`src/rtl/maq_pkg.sv`:
```
// Shared BCD types and helpers for the maq_bcd counter family.
package maq_pkg;

  typedef logic [3:0] bcd_digit_t;

  localparam int BCD_MAX_DIGIT = 9;

  // Direction handed to the successor logic.
  typedef enum logic {
    DIR_UP   = 1'b0,
    DIR_DOWN = 1'b1
  } dir_e;

  // Two BCD digits to their decimal value.
  function automatic int bcd_to_int(input int msd, input int lsd);
    return 10 * msd + lsd;
  endfunction

  // Units digit of a decimal value (used for MIN_VAL/MAX_VAL constants).
  function automatic bcd_digit_t int_to_bcd_lsd(input int value);
    return bcd_digit_t'(value % 10);
  endfunction

  // Tens digit of a decimal value; the caller sizes it to MSD_W.
  function automatic int int_to_bcd_msd(input int value);
    return value / 10;
  endfunction

endpackage

```
`src/rtl/maq_bcd_next.sv`:
```
// Combinational successor/predecessor of a two-digit BCD value in
// [MIN_VAL, MAX_VAL], with a flag when the step wraps around the range.
module maq_bcd_next
  import maq_pkg::*;
#(
  parameter int MIN_VAL = 0,
  parameter int MAX_VAL = 59,
  parameter int MSD_W   = 3
) (
  input  bcd_digit_t       i_lsd,
  input  logic [MSD_W-1:0] i_msd,
  input  dir_e             i_dir,
  output bcd_digit_t       o_lsd,
  output logic [MSD_W-1:0] o_msd,
  output logic             o_wrap
);

  localparam bcd_digit_t       MIN_LSD = int_to_bcd_lsd(MIN_VAL);
  localparam logic [MSD_W-1:0] MIN_MSD = MSD_W'(int_to_bcd_msd(MIN_VAL));
  localparam bcd_digit_t       MAX_LSD = int_to_bcd_lsd(MAX_VAL);
  localparam logic [MSD_W-1:0] MAX_MSD = MSD_W'(int_to_bcd_msd(MAX_VAL));

  int w_val;

  assign w_val = bcd_to_int(int'(i_msd), int'(i_lsd));

  // Step one count in the requested direction, wrapping at the range ends.
  always_comb begin
    // NOTE: every output gets a default first so no path leaves it unassigned (no latch).
    o_lsd  = i_lsd;
    o_msd  = i_msd;
    o_wrap = 1'b0;
    if (i_dir == DIR_UP) begin
      if (w_val == MAX_VAL) begin
        o_lsd  = MIN_LSD;
        o_msd  = MIN_MSD;
        o_wrap = 1'b1;
      end else if (i_lsd < 4'(BCD_MAX_DIGIT)) begin
        o_lsd = i_lsd + 4'd1;
      end else begin
        o_lsd = 4'd0;
        o_msd = i_msd + MSD_W'(1);
      end
    end else begin
      if (w_val == MIN_VAL) begin
        o_lsd  = MAX_LSD;
        o_msd  = MAX_MSD;
        o_wrap = 1'b1;
      end else if (i_lsd != 4'd0) begin
        o_lsd = i_lsd - 4'd1;
      end else begin
        o_lsd = 4'(BCD_MAX_DIGIT);
        o_msd = i_msd - MSD_W'(1);
      end
    end
  end

endmodule

```
`src/rtl/maq_bcd.sv`:
```
// Parametrised two-digit BCD modulo counter with up/down count, parallel
// load and registered carry/borrow pulses for chaining stages.
// Optional build macro MAQBCD_LOADERR_EN adds a maqbcd_loaderr pulse output
// that flags each rejected load.
module maq_bcd
  import maq_pkg::*;
#(
  parameter int MIN_VAL = 0,
  parameter int MAX_VAL = 59,
  parameter int MSD_W   = 3
) (
  input  logic             maqbcd_clock,
  input  logic             maqbcd_reset,
  input  logic             maqbcd_enable,
  input  logic             maqbcd_inc,
  input  logic             maqbcd_dec,
  input  logic             maqbcd_load,
  input  logic [3:0]       maqbcd_load_lsd,
  input  logic [MSD_W-1:0] maqbcd_load_msd,
  output logic [3:0]       maqbcd_lsd,
  output logic [MSD_W-1:0] maqbcd_msd,
  output logic             maqbcd_carry,
  output logic             maqbcd_borrow
`ifdef MAQBCD_LOADERR_EN
  ,
  output logic             maqbcd_loaderr
`endif
);

  if (MIN_VAL < 0 || MIN_VAL >= MAX_VAL || MAX_VAL > 99) begin : g_bad_range
    $error("maq_bcd: require 0 <= MIN_VAL < MAX_VAL <= 99");
  end
  if (MAX_VAL / 10 >= (1 << MSD_W)) begin : g_bad_msd_w
    $error("maq_bcd: MSD_W too narrow for the tens digit of MAX_VAL");
  end

  localparam bcd_digit_t       MIN_LSD = int_to_bcd_lsd(MIN_VAL);
  localparam logic [MSD_W-1:0] MIN_MSD = MSD_W'(int_to_bcd_msd(MIN_VAL));

  bcd_digit_t       r_lsd;
  logic [MSD_W-1:0] r_msd;
  logic             r_carry;
  logic             r_borrow;
`ifdef MAQBCD_LOADERR_EN
  logic             r_loaderr;
`endif

  logic             w_step;
  dir_e             w_dir;
  bcd_digit_t       w_next_lsd;
  logic [MSD_W-1:0] w_next_msd;
  logic             w_wrap;
  int               w_load_val;
  logic             w_load_ok;

  // inc and dec together cancel; enable gates counting but not loading.
  assign w_step = maqbcd_enable & (maqbcd_inc ^ maqbcd_dec);
  assign w_dir  = maqbcd_inc ? DIR_UP : DIR_DOWN;

  // A load is accepted only if it is a BCD units digit and lands inside the range.
  assign w_load_val = bcd_to_int(int'(maqbcd_load_msd), int'(maqbcd_load_lsd));
  assign w_load_ok  = (maqbcd_load_lsd <= 4'(BCD_MAX_DIGIT)) &&
                      (w_load_val >= MIN_VAL) && (w_load_val <= MAX_VAL);

  maq_bcd_next #(
    .MIN_VAL(MIN_VAL),
    .MAX_VAL(MAX_VAL),
    .MSD_W  (MSD_W)
  ) u_next (
    .i_lsd (r_lsd),
    .i_msd (r_msd),
    .i_dir (w_dir),
    .o_lsd (w_next_lsd),
    .o_msd (w_next_msd),
    .o_wrap(w_wrap)
  );

  // Digit and pulse registers: reset > load > count; pulses clear every non-wrap edge.
  always_ff @(posedge maqbcd_clock) begin
    // NOTE: sequential state uses non-blocking assignments so every register samples pre-edge values.
    if (maqbcd_reset) begin
      r_lsd     <= MIN_LSD;
      r_msd     <= MIN_MSD;
      r_carry   <= 1'b0;
      r_borrow  <= 1'b0;
`ifdef MAQBCD_LOADERR_EN
      r_loaderr <= 1'b0;
`endif
    end else begin
      r_carry   <= 1'b0;
      r_borrow  <= 1'b0;
`ifdef MAQBCD_LOADERR_EN
      r_loaderr <= 1'b0;
`endif
      if (maqbcd_load) begin
        if (w_load_ok) begin
          r_lsd <= maqbcd_load_lsd;
          r_msd <= maqbcd_load_msd;
        end
`ifdef MAQBCD_LOADERR_EN
        else begin
          r_loaderr <= 1'b1;
        end
`endif
      end else if (w_step) begin
        r_lsd    <= w_next_lsd;
        r_msd    <= w_next_msd;
        r_carry  <= w_wrap & (w_dir == DIR_UP);
        r_borrow <= w_wrap & (w_dir == DIR_DOWN);
      end
    end
  end

  assign maqbcd_lsd    = r_lsd;
  assign maqbcd_msd    = r_msd;
  assign maqbcd_carry  = r_carry;
  assign maqbcd_borrow = r_borrow;
`ifdef MAQBCD_LOADERR_EN
  assign maqbcd_loaderr = r_loaderr;
`endif

endmodule

```
`config.mk`:
```
export PLATFORM = sky130hd
export DESIGN_NAME = maq_bcd
export DESIGN_NICKNAME = d
export VERILOG_FILES = /design/src/rtl/maq_pkg.sv /design/src/rtl/maq_bcd_next.sv /design/src/rtl/maq_bcd.sv
export SDC_FILE = /design/constraint.sdc
export NUM_CORES = 1
export LEC_CHECK = 0
export ABC_AREA = 1
export CAP_MARGIN = 0
export CORE_MARGIN = 4
export CORE_UTILIZATION = 41
export CTS_CLUSTER_SIZE = 30
export DETAILED_ROUTE_END_ITERATION = 10
export HOLD_SLACK_MARGIN = 0.1
export MAX_ROUTING_LAYER = met4
export PLACE_DENSITY = 0.72
export SYNTH_ARGS = -nofsm -noshare
export SYNTH_HDL_FRONTEND = slang
export SYNTH_HIERARCHICAL = 1
export SYNTH_SLANG_ARGS = --single-unit
```
`constraint.sdc`:
```
create_clock -name maqbcd_clock -period 3 [get_ports maqbcd_clock]
set_clock_uncertainty 0.05 [all_clocks]
set_input_delay 0.45 -clock maqbcd_clock [delete_from_list [all_inputs] [get_ports maqbcd_clock]]
set_output_delay 0.45 -clock maqbcd_clock [all_outputs]
set_load 0.02 [all_outputs]
```
; Word-level counts from Yosys, hierarchy flattened
; Cells that the tools add are included.
[classes]
mul = 2
n_mux = 20
eq_ne = 4
magnitude_cmp = 4
n_bitwise = 5
n_reduce_logical = 8
n_addsub = 6
[ops]
columns = operator, count
row1 = adder 32 x 5 -> 32 bit, 1
row2 = "== test 32 x 7 -> 1 bit, second input constant", 1
row3 = logical NOT 32 bit, 1
row4 = two-way mux 4 bit, 8
row5 = two-way mux 3 bit, 8
row6 = "multiplier 3 x 3 -> 6 bit, first input constant", 2
row7 = adder 7 x 4 -> 8 bit, 1
row8 = "greater-or-equal comparator 8 x 1 -> 1 bit, second input constant", 1
row9 = "less-or-equal comparator 8 x 6 -> 1 bit, second input constant", 1
row10 = "inequality test 4 x 3 -> 1 bit, second input constant", 2
row11 = "adder 4 x 1 -> 4 bit, second input constant", 1
row12 = "less-or-equal comparator 4 bit, second input constant", 1
row13 = "< comparator 4 bit, second input constant", 1
row14 = two-way mux 1 bit, 4
row15 = AND reduction 4 bit, 1
row16 = nonzero test 4 bit, 1
row17 = "subtractor 4 x 1 -> 4 bit, second input constant", 1
row18 = "adder 3 x 1 -> 3 bit, second input constant", 1
row19 = AND 1 bit, 3
row20 = OR reduction 3 bit, 1
row21 = "subtractor 3 x 1 -> 3 bit, second input constant", 1
row22 = logical AND 1 bit, 2
row23 = "inequality test 2 x 1 -> 1 bit, second input constant", 1
row24 = AND reduction 2 bit, 1
row25 = other kinds (3), 3
[totals]
reg_bits = 9
wordCells = 53

; Logic depth before layout (Yosys ltp)
[depth]
word_depth = 7
mapped_depth = 16

; Cells and area by module
; Netlist, hierarchy kept.
[modules_own_cells]
columns = module, instances, seq_area_each_um2, cells_per_inst, area_each_um2
row1 = maq_bcd, 1, 180.2, 98, 714.4
row2 = maq_bcd_next, 1, 0.0, 120, 673.1

; Worst setup path before layout
; Ideal clock, no wire load.
[synth_timing]
kind = flip-flop to flip-flop
start = reg r_msd[0] (netlist: maqbcd_msd[0])
end = reg r_lsd[3] (netlist: maqbcd_lsd[3])
t_arrival_ns = 2.277
setup_slack_ns = 0.558
synth_period_minus_slack_ns = 2.442
setup_ns = 0.115
stages_incl_launch_ff = 14
required_time_ns = 2.835
path_cell_list = dfxtp_1 > ha_1 > inv_1 > fa_1 > nand3_1 > nor2_2 > nand3_1 > nor2_2 > nand2_2 > nand3_1 > nand3_1 > mux2_2 > a21oi_1 > nor2_1
[synth_via]
elab_chain_len = 7
elab_cells_between_ends = 9
cone_classes = add/sub (1) / mul (1) / eq/ne (1) / mux (5) / reduce/logical (1)
[synth_lines]
columns = item, line
row1 = from (decl), maq_bcd.sv:41  ; logic [MSD_W-1:0] r_msd;
row2 = from (signal assigned), maq_bcd.sv:98  ; r_msd <= maqbcd_load_msd;
row3 = from (signal assigned), maq_bcd.sv:107  ; r_msd <= w_next_msd;
row4 = multiplier 3 x 3 -> 6 bit (*), maq_pkg.sv:16  ; return 10 * msd + lsd;
row5 = adder 32 x 5 -> 32 bit (*), maq_pkg.sv:16
row6 = == test 32 x 7 -> 1 bit or logical NOT 32 bit (tied branches), "maq_bcd_next.sv:34, maq_bcd_next.sv:45"
row7 = "two-way mux 4 bit, on equally long branches", "maq_bcd_next.sv:34, maq_bcd_next.sv:45"
row8 = two-way mux 4 bit (*), maq_bcd_next.sv:33  ; if (i_dir == DIR_UP) begin
row9 = named net w_next_lsd[3], maq_bcd.sv:50  ; bcd_digit_t w_next_lsd;
row10 = two-way mux 4 bit (*), maq_bcd.sv:105  ; end else if (w_step) begin
row11 = two-way mux 4 bit (*), maq_bcd.sv:95  ; if (maqbcd_load) begin
row12 = to (signal assigned), maq_bcd.sv:97  ; r_lsd <= maqbcd_load_lsd;
row13 = to (signal assigned), maq_bcd.sv:106  ; r_lsd <= w_next_lsd;
row14 = to (decl), maq_bcd.sv:40  ; bcd_digit_t r_lsd;
; Mark *: on every way through the listed nets, which the timed path passes. The rest lies on a longest branch. The select of a mux whose other input is x is not followed.
; A chain may end at the register's enable or synchronous reset.

; Worst setup path in the final report
[layout_timing]
start = reg r_msd[0] (netlist: maqbcd_msd[0])
end = reg r_msd[2] (netlist: maqbcd_msd[2])
[layout_via]
elab_chain_len = 7
elab_cells_between_ends = 16
cone_classes = add/sub (3) / mul (1) / eq/ne (3) / mux (7) / reduce/logical (2)
[layout_lines]
columns = item, line
row1 = multiplier 3 x 3 -> 6 bit, maq_pkg.sv:16
row2 = adder 32 x 5 -> 32 bit, maq_pkg.sv:16
row3 = == test 32 x 7 -> 1 bit or logical NOT 32 bit (tied branches), "maq_bcd_next.sv:34, maq_bcd_next.sv:45"
row4 = "two-way mux 3 bit, on equally long branches", "maq_bcd_next.sv:34, maq_bcd_next.sv:45"
row5 = two-way mux 3 bit (*), maq_bcd_next.sv:33
row6 = named net w_next_msd[2], maq_bcd.sv:51  ; logic [MSD_W-1:0] w_next_msd;
row7 = two-way mux 3 bit (*), maq_bcd.sv:105
row8 = two-way mux 3 bit (*), maq_bcd.sv:95
; Marked as above.

==> reports/qor.txt <==
vias in the first global route: 1,260
number of port buffers: 21
first-pass GRT wire length: 5.82 mm
CTS H-tree depth: 1
register area: 180 µm²
critical path class: reg2reg
final slew viol count: 0
sequential element share of the synthesized area: 13.0%
Net Count, Synth: 250
slew margin rel.: 74.6%
Ys Warns: 6
worst-path fanout max: 7
CP Capture Type: register
area of the multi-input gates: 1030 µm²
vias per cell: 4.85
total track usage: 17.4%
area grow syn2layout: 20.7%
drt wl/cell: 11.2 µm
cell area after synthesis: 1390 µm²
library cells used by synthesis: 25
clock sink total: 9
core box area: 3150 µm²
WP buf/inv: 1
Max Root-Sink Buffers: 2
clk_lat worst skew: 270 ps
Post-Synthesis Cells: 218
Tot Pwr: 0.000626 W
worst slew pin tran: 380 ps
Remaining Overflow, GRT: 0
Required @ worst endpoint: 3110 ps
CTS resizes: 0
CP top delay family: simple AND/OR/NAND/NOR gates
initial antenna violation count: 0
# rows: 20
min Tclk post-route: 2480 ps
Final Hold Fails: 0
RSZ-0062 raised after global routing: no
setup TNS: 0 ps
setup violators final: 0
drt pass-1 iters: 5
# diodes: 0
Detail Placement HPWL: 2.67 mm
die span in y: 66.2 µm
Synth Register Bits: 9
# IOs: 22
worst endpoint data arrival time: 2590 ps
CTS tree: yes
biggest cell delay along the critical path: 500 ps
worst hold path class: reg2reg
Starting Density: 44.0%
Final ANT Viol Nets: 0
Max Freq: 0.403 GHz
final worst path period share: 82.7%
via count: 1,393
MaxCap Viol Count: 0
Starting DRT DRC Count: 67
WHS: 572 ps
Die Span X: 66.2 µm
Inserted Clock Buffers: 3
largest net degree at the start of global routing: 16
Hold-fix buffers, CTS: 0
Leakage: 0.866 nW
Pwr Density: 373 nW/µm²
Setup crit start kind: register
final WL: 3.22 mm
Avg Inst Size Synth: 6.37 µm²
Setup Buffers After CTS: 0
Die ar.: 4380 µm²
share of cells above drive strength 1: 15.2%
Final GP Congestion: 0.818
cell breakdown of the critical path: ha_1, inv_1, fa_1, nand3_1, nor2_2, nand3_1, nor2_2, nand2_2, nand2_1, nand3_1, mux2_2, a21oi_1, nor2_1
CP max-delay cell: fa_1
CTS root buf: clkbuf_4
DR DRC count: 0
CP dominant cell by count: nand3_1
Filler Cells Inserted: 337
clk slew on worst S/H paths: 60 ps
nets@finish: 276
status: completed
VDD IR max: 0.276 mV
-- cells in the mapped netlist (all sizes together) --
cell	n	area [µm²]
a21oi	12	60.1
buf	4	35.0
dfxtp	9	180
fa	2	40.0
ha	17	213
inv	38	143
mux2	7	78.8
mux2i	1	10.0
nand2	53	219
nand3	37	210
nand3b	2	15.0
nor2	23	101
nor3	1	5.00
o21ai	6	30.0
o31ai	2	15.0
or2	1	6.26
xor2	3	26.3
-- cells in the final DEF, fill, tap and decap left out, drive strengths merged, types with 3 or more instances in the layout --
cell type	n
nand2	53
mux2	7
clkdlybuf4s50	21
o21ai	6
dfxtp	9
a21oi	12
ha	17
nor2	23
inv	38
xor2	3
buf	4
nand3	37
clkbuf	3
-- tightest hold or removal path: stages (launching register included) --
cell,delay [ps]
dfxtp_1,360
inv_1,70
nand3_1,70
nand2_1,60
nor2_1,30
-- state kept, by name (all words and copies together), names as in the netlist --
| register | cells |
|---|---|
| maqbcd_msd | 3 |
| maqbcd_borrow | 1 |
| maqbcd_lsd | 4 |
| maqbcd_carry | 1 |
-- area by class of cell --
cell class / count / area share (%)
clock buffer: 3 / 1.34
clock inverter: 1 / 0.299
inverter: 38 / 8.51
multi-input combinational: 167 / 61.5
sequential: 9 / 10.8
tap: 44 / 3.29
timing repair buffer: 25 / 14.3
-- final timing paths --
path	startpoint	to	slack (ps)	cells past startpoint
setup reg to reg	maqbcd_msd[0]	maqbcd_msd[2]	520	13
setup / recovery	maqbcd_msd[0]	maqbcd_msd[2]	520	13
hold reg to reg	maqbcd_msd[2]	maqbcd_msd[2]	570	4
hold / removal	maqbcd_msd[2]	maqbcd_msd[2]	570	4
-- cells by family (layout without fill, tap and decap cells) --
logic type	Yosys count	after routing	synth area share, %
AOI/OAI and AO/OA	20	20	7.57
xor gates and xnor gates	3	3	1.89
buffers and inverters	42	67	12.8
muxes	8	8	6.40
and+or+nand+nor	117	117	40.1
DFF	9	9	13.0
adders and majority gates	19	19	18.2
-- per-layer routing --
metal | track usage, % | wire [µm] | vias to the layer above
met5 | - | 0 | -
met4 | 4.31 | 40 | 0
met3 | 3.57 | 137 | 4
met2 | 26.5 | 1510 | 31
met1 | 23.4 | 1540 | 604
li1 | - | - | 754
-- power breakdown --
part           switching (W)  leakage [nW]  total (W)  internal [W]
Clock              0.0000482        0.0177  0.0000975     0.0000494
Sequential         0.0000147        0.0741   0.000146      0.000132
Combinational       0.000220         0.774   0.000382      0.000161
-- through the flow --
step	area, µm²	worst slack [ps]	utilization, %	cells
2_1_floorplan	1390	558	-	218
3_3_place_gp	1650	447	52.3	283
3_5_place_dp	1650	431	52.3	283
4_1_cts	1680	511	53.1	287
5_1_grt	1680	252	53.1	287
6_report	1680	519	53.1	287
(Power assumes the default switching activity.)
